[src/rtl/dq_rx_pkg.sv]
// -----------------------------------------------------------------------------
// dq_rx_pkg
// Shared types for the DQ receive word-alignment block.
//   DQ_W           : deserialized word width (8 bits, 1:8 DDR deserializer)
//   align_state_e  : calibration FSM states
// -----------------------------------------------------------------------------
package dq_rx_pkg;

  localparam int DQ_W = 8;

  typedef enum logic [2:0] {
    IDLE    = 3'd0,
    SETTLE  = 3'd1,
    CHECK   = 3'd2,
    SLIP    = 3'd3,
    ALIGNED = 3'd4,
    FAIL    = 3'd5
  } align_state_e;

endpackage

[src/rtl/dq_rx_align.sv]
// -----------------------------------------------------------------------------
// dq_rx_align
// Word-alignment calibration for a 1:8 DDR deserializer. After a start pulse
// the block waits for the deserializer output to settle, then compares each
// received word against TRAIN_PATTERN. A mismatch requests one bitslip and
// restarts the settle/compare sequence; MATCH_COUNT consecutive matches declare
// alignment. If the word still mismatches after 7 slips (all 8 positions
// tried) the block reports failure.
//
// Optional feature (macro DQ_RX_ALIGN_ERRMON_EN): once aligned, every received
// word that differs from TRAIN_PATTERN increments err_count (saturating).
// Without the macro err_count is tied to zero.
//
// Ports
//   clk        in   CLKDIV-rate clock, rising edge
//   reset      in   asynchronous active-high reset
//   start      in   calibration request pulse (accepted in any state)
//   rx_data    in   [7:0] parallel word from the deserializer
//   bitslip    out  one-cycle slip request (registered)
//   aligned    out  calibration succeeded
//   fail       out  all slip positions exhausted
//   slip_count out  [2:0] slips issued in the current calibration
//   data_out   out  [7:0] rx_data delayed by one cycle
//   data_valid out  data_out qualified (equals aligned)
//   err_count  out  [15:0] post-alignment mismatch count
//
// Handshake: none; start is a level sampled every cycle, bitslip is a plain
// one-cycle pulse with no acknowledge from the deserializer.
// -----------------------------------------------------------------------------
module dq_rx_align
  import dq_rx_pkg::*;
#(
  parameter logic [DQ_W-1:0] TRAIN_PATTERN = 8'h0D,
  parameter int              SETTLE_CYCLES = 4,
  parameter int              MATCH_COUNT   = 16
) (
  input  logic            clk,
  input  logic            reset,
  input  logic            start,
  input  logic [DQ_W-1:0] rx_data,
  output logic            bitslip,
  output logic            aligned,
  output logic            fail,
  output logic [2:0]      slip_count,
  output logic [DQ_W-1:0] data_out,
  output logic            data_valid,
  output logic [15:0]     err_count
);

  localparam logic [3:0] SETTLE_LAST = 4'(SETTLE_CYCLES - 1);
  localparam logic [7:0] MATCH_LAST  = 8'(MATCH_COUNT - 1);

  align_state_e state_q, state_d;
  logic [3:0]   settle_q, settle_d;
  logic [7:0]   match_q, match_d;
  logic [2:0]   slip_q, slip_d;
  logic         bitslip_q, aligned_q, fail_q;
  logic [DQ_W-1:0] data_q;

  // ---------------------------------------------------------------------------
  // State and counters
  // ---------------------------------------------------------------------------
  always_ff @(posedge clk or posedge reset) begin
    if (reset) begin
      state_q  <= IDLE;
      settle_q <= '0;
      match_q  <= '0;
      slip_q   <= '0;
    end else begin
      state_q  <= state_d;
      settle_q <= settle_d;
      match_q  <= match_d;
      slip_q   <= slip_d;
    end
  end

  always_comb begin
    state_d  = state_q;
    settle_d = settle_q;
    match_d  = match_q;
    slip_d   = slip_q;
    if (start) begin
      // Restart from any state; a pulse already in flight in SLIP still
      // completes because bitslip is a register loaded on the previous edge.
      state_d  = SETTLE;
      settle_d = '0;
      match_d  = '0;
      slip_d   = '0;
    end else begin
      case (state_q)
        IDLE: ;
        SETTLE: begin
          if (settle_q == SETTLE_LAST) state_d = CHECK;
          else                         settle_d = settle_q + 4'd1;
        end
        CHECK: begin
          if (rx_data == TRAIN_PATTERN) begin
            if (match_q == MATCH_LAST) state_d = ALIGNED;
            else                       match_d = match_q + 8'd1;
          end else if (slip_q == 3'd7) begin
            state_d = FAIL;
          end else begin
            state_d = SLIP;
          end
        end
        SLIP: begin
          slip_d   = slip_q + 3'd1;
          settle_d = '0;
          match_d  = '0;
          state_d  = SETTLE;
        end
        ALIGNED: ;
        FAIL: ;
        default: state_d = IDLE;
      endcase
    end
  end

  // ---------------------------------------------------------------------------
  // Registered outputs, loaded from the next state so they line up exactly
  // with the state they describe.
  // ---------------------------------------------------------------------------
  always_ff @(posedge clk or posedge reset) begin
    if (reset) begin
      bitslip_q <= 1'b0;
      aligned_q <= 1'b0;
      fail_q    <= 1'b0;
      data_q    <= '0;
    end else begin
      bitslip_q <= (state_d == SLIP);
      aligned_q <= (state_d == ALIGNED);
      fail_q    <= (state_d == FAIL);
      data_q    <= rx_data;
    end
  end

  assign bitslip    = bitslip_q;
  assign aligned    = aligned_q;
  assign fail       = fail_q;
  assign data_valid = aligned_q;
  assign slip_count = slip_q;
  assign data_out   = data_q;

  // ---------------------------------------------------------------------------
  // Post-alignment error monitor
  // ---------------------------------------------------------------------------
`ifdef DQ_RX_ALIGN_ERRMON_EN
  logic [15:0] err_q;

  always_ff @(posedge clk or posedge reset) begin
    if (reset) begin
      err_q <= '0;
    end else if (start) begin
      err_q <= '0;
    end else if ((state_q == ALIGNED) && (rx_data != TRAIN_PATTERN) &&
                 (err_q != 16'hFFFF)) begin
      err_q <= err_q + 16'd1;
    end
  end

  assign err_count = err_q;
`else
  assign err_count = '0;
`endif

endmodule
[config.mk]
export PLATFORM = sky130hd
export DESIGN_NAME = dq_rx_align
export DESIGN_NICKNAME = d
export VERILOG_FILES = /design/src/rtl/dq_rx_pkg.sv /design/src/rtl/dq_rx_align.sv
export SDC_FILE = /design/constraint.sdc
export NUM_CORES = 1
export LEC_CHECK = 0
export ABC_CLOCK_PERIOD_IN_PS = 2300
export CAP_MARGIN = 40
export CORE_MARGIN = 5
export CORE_UTILIZATION = 30
export DETAILED_ROUTE_END_ITERATION = 8
export SYNTH_ARGS = -nofsm -noshare
export SYNTH_HDL_FRONTEND = slang
export SYNTH_SLANG_ARGS = --single-unit
[constraint.sdc]
create_clock -name clk -period 2.3 [get_ports clk]
set_clock_uncertainty 0.2 [all_clocks]
set_input_delay 0.345 -clock clk [delete_from_list [all_inputs] [get_ports clk]]
set_output_delay 0.345 -clock clk [all_outputs]
set_load 0.05 [all_outputs]
**Word-level counts from Yosys, hierarchy flattened**

Index checks and enable logic that the tools add are counted.
W data, S select, Z words.

- Flip-flop bits (word level): 29
- Input bits: 11

- Mux-type cells: 15
- Reductions and logical operators: 7
- Eq/ne operators: 15
- $add $sub $neg: 3

Operators by type and width:

| operator | number |
|---|---|
| $mux W8 | 3 |
| $mux W3 | 7 |
| $eq A8 B4 Y1 const B | 2 |
| $pmux W8 S2 | 1 |
| $eq A3 B3 Y1 const B | 5 |
| $pmux W3 S4 | 1 |
| $eq A3 B2 Y1 const B | 3 |
| $ne A3 B3 Y1 const B | 3 |
| $add A8 B1 Y8 const B | 1 |
| $mux W4 | 2 |
| $pmux W4 S2 | 1 |
| $reduce_bool A3 Y1 | 2 |
| $add A4 B1 Y4 const B | 1 |
| $eq A4 B2 Y1 const B | 1 |
| $add A3 B1 Y3 const B | 1 |
| $eq A3 B1 Y1 const B | 1 |
| $logic_not A3 Y1 | 1 |
| $reduce_and A3 Y1 | 1 |
| $reduce_or A3 Y1 | 1 |
| $reduce_and A2 Y1 | 1 |
| $reduce_bool A2 Y1 | 1 |

**Depth between registers and ports, before layout**

Gate-level depths: netlist of run 1.

- Word-level depth: 6
- Gate-level depth with buffers: 6
- Gate-level depth less buffers: 5

**Worst setup path after synthesis of run 1**

No wires, ideal clock.

- Path kind: register to register
- Start: register match_q[0]
- End: register state_q[1]
- Slack: 0.353 ns
- Path buffers: 1
- Clock period less this slack: 1.947 ns
- Arrival: 1.626 ns
- Data required time: 1.979 ns
- Cell stages (with the launch flop): 7
- Path through: dfrtp_1 > ha_1 > nand4b_1 > or4_1 > buf_2 > a21o_2 > a22o_1

- Cells in the longest elaborated chain, start to end: 5

Ends and longest elaborated chain:

| item | line | source |
|---|---|---|
| start: declaration | dq_rx_align.sv:55 | `logic [7:0] match_q, match_d;` |
| start signal: assignment | dq_rx_align.sv:72 | `match_q <= match_d;` |
| $eq A8 B4 Y1 | dq_rx_align.sv:98 | `if (match_q == MATCH_LAST) state_d = ALIGNED;` |
| $mux W3 | dq_rx_align.sv:98 |  |
| $mux W3 | dq_rx_align.sv:97 | `if (rx_data == TRAIN_PATTERN) begin` |
| $pmux W3 S4 | dq_rx_align.sv:90 | `case (state_q)` |
| $mux W3 | dq_rx_align.sv:82 | `if (start) begin` |
| net state_d[1] | dq_rx_align.sv:53 | `align_state_e state_q, state_d;` |
| end signal: assignment | dq_rx_align.sv:70 | `state_q <= state_d;` |
| end: declaration | dq_rx_align.sv:53 |  |

The timed path passes the listed nets, and every way through them passes these cells.
A chain may end at the register's enable or synchronous reset.

**Worst setup path in the final report of run 1**

- Start: register match_q[0]
- End: register fail_q (netlist: fail)

- Cells in the longest elaborated chain, start to end: 6

Ends and longest elaborated chain:

| item | line | source |
|---|---|---|
| $eq A8 B4 Y1 | dq_rx_align.sv:98 |  |
| $mux W3 | dq_rx_align.sv:98 |  |
| $mux W3 | dq_rx_align.sv:97 |  |
| $pmux W3 S4 | dq_rx_align.sv:90 |  |
| $mux W3 | dq_rx_align.sv:82 |  |
| $eq A3 B3 Y1 | dq_rx_align.sv:132 | `fail_q <= (state_d == FAIL);` |
| end signal: assignment | dq_rx_align.sv:132 |  |
| end: declaration | dq_rx_align.sv:57 | `logic bitslip_q, aligned_q, fail_q;` |

No other way between the ends.

==> results.txt, run 1 <==
----------------------------------------------------
[Synth]
  Most area-consuming cells after synthesis ... sky130_fd_sc_hd__dfrtp_1 49%, sky130_fd_sc_hd__buf_4 8.6%, sky130_fd_sc_hd__a21oi_1 3.4%
  Cell taking the most area after synthesis ... sky130_fd_sc_hd__dfrtp_1
  Area share of the largest cell type after synthesis ... 48.9%
  Number of enable-type register cells in the synthesized netlist ... 0
  Post-synthesis sequential area ratio ... about 50%
  Mean area per synthesized cell ... 10.1 um^2
  Synthesis warning total ... 0
  Cell area after synthesis ... 1490 um^2
  Yosys reg bits ... 29
  Most common flop cell mapped by yosys ... sky130_fd_sc_hd__dfrtp_1
  Share of synthesized registers carrying an async set or reset ... 100%
  Count of different cell masters after synthesis ... 43
  Synthesized netlist cell count ... 147

[Outcome]
  Status ... finished clean

[Worst setup path]
  Arrival time worst endpoint ... 2180 ps
  CP startpoint kind ... register
  Max Fanout on Critical Path ... 6
  Ordered cell list for the critical path ... ha_1, nand4b_1, or4_1, a211o_1, a21boi_1
  WP buf/inv ... 0
  Critical path's largest stage delay ... about 560 ps
  Category of the critical setup timing path ... register to register
  WP data required ... 2300 ps
  Slowest cell on the critical path ... sky130_fd_sc_hd__or4_1
  Type of destination of the critical path ... register
  Dominant delay contributor by cell family on the critical path ... simple AND/OR/NAND/NOR gates

[Power]
  Largest vdd supply drop ... about 450 uV
  Static leakage power ... 0.831 nW
  Power per standard cell area ... 713 nW/um^2

[Placement]
  Detailed Place HPWL ... 2.35 mm
  Area after detailed placement ... 1810 um^2
  Count of port buffers added during placement ... 25
  Routability cong. ... 0.814

[Detailed routing]
  Number of iterations in the first detailed-routing pass ... 4
  Number of vias after detailed routing ... about 1200
  DR WL/cell ... 12.2 um
  DRC violations left ... 0
  Via-per-instance ratio ... 4.60
  Post-detailed-route count of antenna-violating nets ... 0
  Number of DRC markers in iteration 0 ... between 50 and 60
  Total detailed-routing wirelength ... about 3 mm

[Worst hold path]
  Worst min-delay path class ... input pin to asynchronous set/reset pin

[Floorplanning]
  Initial core utilization ... 31.2%
  Top-Level Pins ... between 40 and 50
  Placeable Area ... 4750 um^2
  Die footprint ... about 6500 um^2
  Site row count ... 25
  Die H ... 80.4 um
  Die X-Extent ... 80.4 um

[Clock network]
  Buffer cell driving the clock tree root ... sky130_fd_sc_hd__clkbuf_8
  Number of buffers inserted during clock tree synthesis ... 5
  Clock tree from TritonCTS ... yes
  Clock latency at the later pin of the worst-skew pair ... 280 ps
  CTS HTree Levels ... 2
  Number of hold buffers added after cts ... 0
  Clock transition time at the flip-flop clock pins of the worst setup and hold paths ... roughly 70 ps
  Sink Count ... 29
  Number of setup buffers added after CTS ... 0
  Maximum number of buffers from clock root to sink ... 2
  Post_cts resized ... 0

[STA]
  Share of the clock period used by the worst path ... 95.0%
  Fmax achieved ... 0.458 GHz
  Final setup violating endpoints ... 0
  Final setup TNS ... 0 ps
  Number of slew-limit violations in the final report ... 0
  Worst slew margin relative to its limit ... 58.8%
  Unrepaired setup endpoints after global routing ... no
  Minimum clock period after layout ... 2190 ps
  Final-report hold violation count ... 0
  Worst Tran Pin Value ... about 610 ps

[Global routing]
  Maximum number of pins on one net before global-route repair ... 30
  Number of global-route vias before repair ... 1140
  Total congestion overflow after global routing ... 0
  Wire length of the first global-routing pass ... 5.16 mm
  Antenna violations before repair ... 0
  Global-route usage over all layers ... around a tenth

[Finish]
  Share of cells above drive strength 1 ... ~11%
  Share of the core filled with cells in the final layout ... 40.6%
  Design area ... roughly 1900 um^2
  Synthesis-to-finish area growth ... 30.0%
  Number of nets in the layout ... 199
  Ant. Diodes ... 0

[Job]
  Max-cap check violation count ... 0

----------------------------------------------------
## flip-flops by register name, summed over array words and instances, names as in the netlist
register and flops:
aligned 1, bitslip 1, data_out 8, fail 1
match_q 8, settle_q 4, slip_count 3, state_q 3
## path summary, 6_finish.rpt
check	startpoint	endpoint	slack [ps]	cells after the start
worst max-delay path	match_q[0]	fail	110	5
worst min-delay path	reset	data_out[4]	230	3
max in group asynchronous	reset	settle_q[1]	1400	3
min in group clk	match_q[0]	match_q[0]	310	1
worst min register to register	match_q[0]	match_q[0]	310	1
worst max register to register	match_q[0]	fail	110	5
## cells in the final DEF, fill, tap and decap left out, types with 3 or more instances in the layout
| master | netlist | final |
|---|---|---|
| sky130_fd_sc_hd__dfrtp_1 | 29 | 29 |
| sky130_fd_sc_hd__clkdlybuf4s50_1 | 0 | 25 |
| sky130_fd_sc_hd__conb_1 | 1 | 16 |
| sky130_fd_sc_hd__buf_4 | 17 | 12 |
| sky130_fd_sc_hd__nand2_1 | 11 | 11 |
| sky130_fd_sc_hd__a21oi_1 | 10 | 10 |
| sky130_fd_sc_hd__nor2_1 | 8 | 8 |
| sky130_fd_sc_hd__o21ai_0 | 7 | 7 |
| sky130_fd_sc_hd__nand3_1 | 6 | 6 |
| sky130_fd_sc_hd__clkbuf_8 | 0 | 6 |
| sky130_fd_sc_hd__or4_1 | 5 | 5 |
| sky130_fd_sc_hd__nand2b_1 | 4 | 4 |
| sky130_fd_sc_hd__ha_1 | 4 | 4 |
| sky130_fd_sc_hd__inv_1 | 3 | 3 |
| sky130_fd_sc_hd__o31ai_1 | 3 | 3 |
## synthesized netlist by cell type, types with 3 or more instances
cell type / count
sky130_fd_sc_hd__o31ai_1: 3
sky130_fd_sc_hd__ha_1: 4
sky130_fd_sc_hd__nand2_1: 11
sky130_fd_sc_hd__buf_2: 4
sky130_fd_sc_hd__nand2b_1: 4
sky130_fd_sc_hd__nand3_1: 6
sky130_fd_sc_hd__o21ai_0: 7
sky130_fd_sc_hd__nor2_1: 8
sky130_fd_sc_hd__dfrtp_1: 29
sky130_fd_sc_hd__inv_1: 3
sky130_fd_sc_hd__buf_4: 17
sky130_fd_sc_hd__or4_1: 5
sky130_fd_sc_hd__a21oi_1: 10
## final cells by class
class | count | area [um^2]
fillers | 480 | 2820
clock inverters | 1 | 30.0
well taps | 67 | 83.8
flip-flops and latches | 29 | 726
clock buffers | 7 | 86.3
multi-input cells | 108 | 653
repair buffers | 37 | 340
inverters | 3 | 11.3
## layer usage
metal / track usage, % / part of all wire (%) / routed length, um / up-vias
met1: 12.9 / 46 / 1420 / 548
met2: 16.1 / 46 / 1420 / 32
met5: 0 / 0 / 0 / -
met4: 4.56 / 1.6 / 48 / 0
li1: - / - / - / 575
met3: 3.25 / 6.2 / 192 / 5
## through the flow
stage               power [mW]  hold slack, ps  cells  worst slack [ps]
floorplan                0.780             176    162               353
global placement         0.842             301    244              70.3
detailed placement       0.842             307    244              21.7
CTS                       1.39             248    252               136
global route              1.45             283    252              10.7
finish                    1.38             232    252               115
## report_power, final
group | leakage (nW) | total, mW | internal [mW] | switching [mW]
registers | 0.379 | 0.569 | 0.542 | 0.0268
logic | 0.394 | 0.265 | 0.0888 | 0.176
clock network | 0.0585 | 0.542 | 0.353 | 0.189
## tightest hold or removal path, stage by stage
cell,delay (ps)
sky130_fd_sc_hd__clkdlybuf4s50_1,390
sky130_fd_sc_hd__inv_1,50
sky130_fd_sc_hd__buf_4,330
## cell families (layout without fill, tap and decap cells)
family / count (synthesis) / count (layout) / share of synthesized area [%]
AOI/OAI and AO/OA: 36 / 36 / 15.9
buffers and inverters: 25 / 48 / 11.0
muxes: 2 / 2 / 1.35
adders and majority gates: 4 / 4 / 3.37
xor gates and xnor gates: 1 / 1 / 0.590
and+or+nand+nor: 49 / 49 / 18.7
DFF: 29 / 29 / 48.9
other: 1 / 16 / 0.252
(Power assumes the default switching activity.)
==> run 2, diff against run 1 <==
CAP_MARGIN = default   (was 40)
==> results of run 2 <==
The final DEF is identical to that of run 1; final timing and power are the same.
==> edit, RTL diff (settings of run 2) <==
Add a define of `DQ_RX_ALIGN_ERRMON_EN`.
--- a/src/rtl/dq_rx_align.sv
+++ b/src/rtl/dq_rx_align.sv
@@ -28,4 +28,6 @@
 // one-cycle pulse with no acknowledge from the deserializer.
 // -----------------------------------------------------------------------------
+`define DQ_RX_ALIGN_ERRMON_EN
+
 module dq_rx_align
   import dq_rx_pkg::*;
Formal check against the unedited RTL: same outputs for any inputs over 10 cycles, from zero or initial values and one cycle with reset high; that may be too few to reach the edited logic, so the function may still have changed.
==> edit against run 2 <==
Synthesized area increased by 50%. Via count increased by 49%. Utilization decreased by 0.34 points. Setup slack got worse by 41 ps. Count of clock-buffer cells in the layout decreased by 1. Total power increased by 24%. Critical path depth increased by 2. Hold slack improved by 44 ps. Combinational power decreased by 2%. Routed wire length increased by 57%. Sequential cell count increased by 16. Cell area increased by 51%. Non-clock buffer count increased by 14. Highest routed layer unchanged.
==> edit: results (changes against run 2) <==
[routing]
via_per_inst=4.77  ; +3.7%
dr.first_iter.drc_count=51  ; -5.6%
wl_per_cell_um=13.3  ; +8.9%

[worst_setup_path]
slowest_delay_ps=540  ; -20 ps
reg2reg_setup_slack_ps=170  ; +60 ps
cp.arrival_ps=2210  ; +30 ps
cp_num_buf_inv=2  ; +2
crit_start=rx_data[5]
r2r_start=err_count[0]
crit_fanout=11  ; +5

[run_status]
status=finished clean

[logic_synthesis]
synth_warnings=0  ; unchanged
synthesis.area_um2=2230  ; +50%
synthTopCellsByCount=dfrtp_1, nor2_1, xnor2_1
ys_seq_area_share_pct=50.4  ; +1.6 points
netlist-cell-type-count=40  ; -7.0%
synthAdderAreaFrac_pct=2.80  ; -0.57 points
synth_compound_area_share_pct=7.90  ; -8.0 points
synth_area_leaders=dfrtp_1, xnor2_1, nor2_1
synth_xor_area_share_pct=8.63  ; +8.0 points
synthMuxAreaShare_pct=2.24  ; +0.89 points

[cts]
postCtsSetupRepairBufs=0  ; unchanged
clk_latency_ps=300  ; +20 ps
numCtsBuffers=5  ; unchanged
clkSlewWorstSetupHoldPaths_ps=90  ; +20 ps

[global_routing]
use_met1_pct=14.1  ; +1.2 points
grtUsageTotal_pct=11.6  ; +1.3 points
grt_pass1_wl_um=8300  ; +61%
use_met2_pct=18.9  ; +2.8 points
gr-usage-met3_pct=3.67  ; +0.42 points
antenna_found_initial=0  ; unchanged
grt_start_max_net_pins=46  ; +53%
grt_pass1_vias=1773  ; +56%

[timing]
slew-limit-headroom_pct=54.4  ; -4.4 points
timing.final.crit_share_pct=96.8  ; +1.8 points

[layout]
drive_above_1_share_pct=10.6  ; -0.75 points
fillers=763  ; +59%
final_nets=279  ; +40%

[place]
gp_congestion=0.838  ; +2.9%
preCtsSetupSlack_ps=-280  ; -301 ps
numPortBuffers=41  ; +64%
place_hpwl_um=3360  ; +43%

[power]
leakage_uw=0.00117  ; +40%
peakVddDrop_mv=0.245  ; -45%
swShare_pct=26.5  ; -2.0 points

-- edit: cell count changes in the layout (fill, tap and decap cells not counted), moves of 6 or more --
cell | run 2 | this run
a211oi_1 | 1 | 9
and3_1 | 0 | 6
clkdlybuf4s50_1 | 25 | 41
conb_1 | 16 | 0
dfrtp_1 | 29 | 44
nor2_1 | 8 | 28
o21ai_0 | 7 | 0
xnor2_1 | 1 | 19
-- edit: per-layer routing --
| metal | vias up | share of wire, % |
|---|---|---|
| li1 | 854 | - |
| met1 | 834 | 46 |
| met2 | 38 | 46 |
| met3 | 7 | 6.2 |
| met4 | 0 | 1.8 |
| met5 | - | 0 |
-- edit: area by class of cell --
cell class / instances / area, um2 / share of cell area, %
multi-input combinational: 154 / 1040 / 35.6
clock buffer: 6 / 72.6 / 2.49
tap: 99 / 124 / 4.24
timing repair buffer: 51 / 498 / 17.1
sequential: 45 / 1130 / 38.6
clock inverter: 2 / 35.0 / 1.20
inverter: 6 / 22.5 / 0.771
-- edit: final timing paths --
path	to	depth (start not counted)
hold reg to reg	match_q[7]	2
setup reg to reg	err_count[2]	6
hold / removal	match_q[6]	3
min in group clk	data_out[5]	1
setup / recovery	match_q[6]	7
max in group asynchronous	err_count[0]	3
-- edit: worst register-to-register path, cell delays in order, from the launching register on --
cell and delay, ps:
dfrtp_2 450, ha_1 250, and3_1 200, and3_1 260, a21oi_1 360, a21boi_1 120, o21a_1 190
-- edit: logic make-up after synthesis --
group,after synthesis
flip-flops,45
multiplexers,5
AND/OR/NAND/NOR,97
adder cells (fa/ha/maj),5
XOR/XNOR,22
AO/OA/AOI/OAI,25
buffers and inverters,18
-- edit: what timing repair did --
item,4_1_cts,5_1_grt
hold buffers,0,0
resized for setup,0,2
endpoints found under the setup margin,0,4
-- edit: power by group through the flow --
stage / registers [uW] / logic (uW) / clock network [uW]
6_report: 852 / 260 / 592
5_1_grt: 858 / 291 / 644
2_1_floorplan: 901 / 134 / 0
3_5_place_dp: 867 / 260 / 0
3_3_place_gp: 867 / 258 / 0
4_1_cts: 852 / 261 / 609
-- edit: stage by stage --
step / cells / cell area [um2] / util, % / hold WS [ps] / power, uW
after floorplan: 217 / 2230 / - / 176 / 1030
after global placement: 355 / 2800 / 38.6 / 329 / 1120
after detailed placement: 355 / 2800 / 38.6 / 339 / 1130
after CTS: 363 / 2910 / 40.1 / 291 / 1720
after global routing: 363 / 2920 / 40.3 / 296 / 1790
final: 363 / 2920 / 40.3 / 276 / 1700
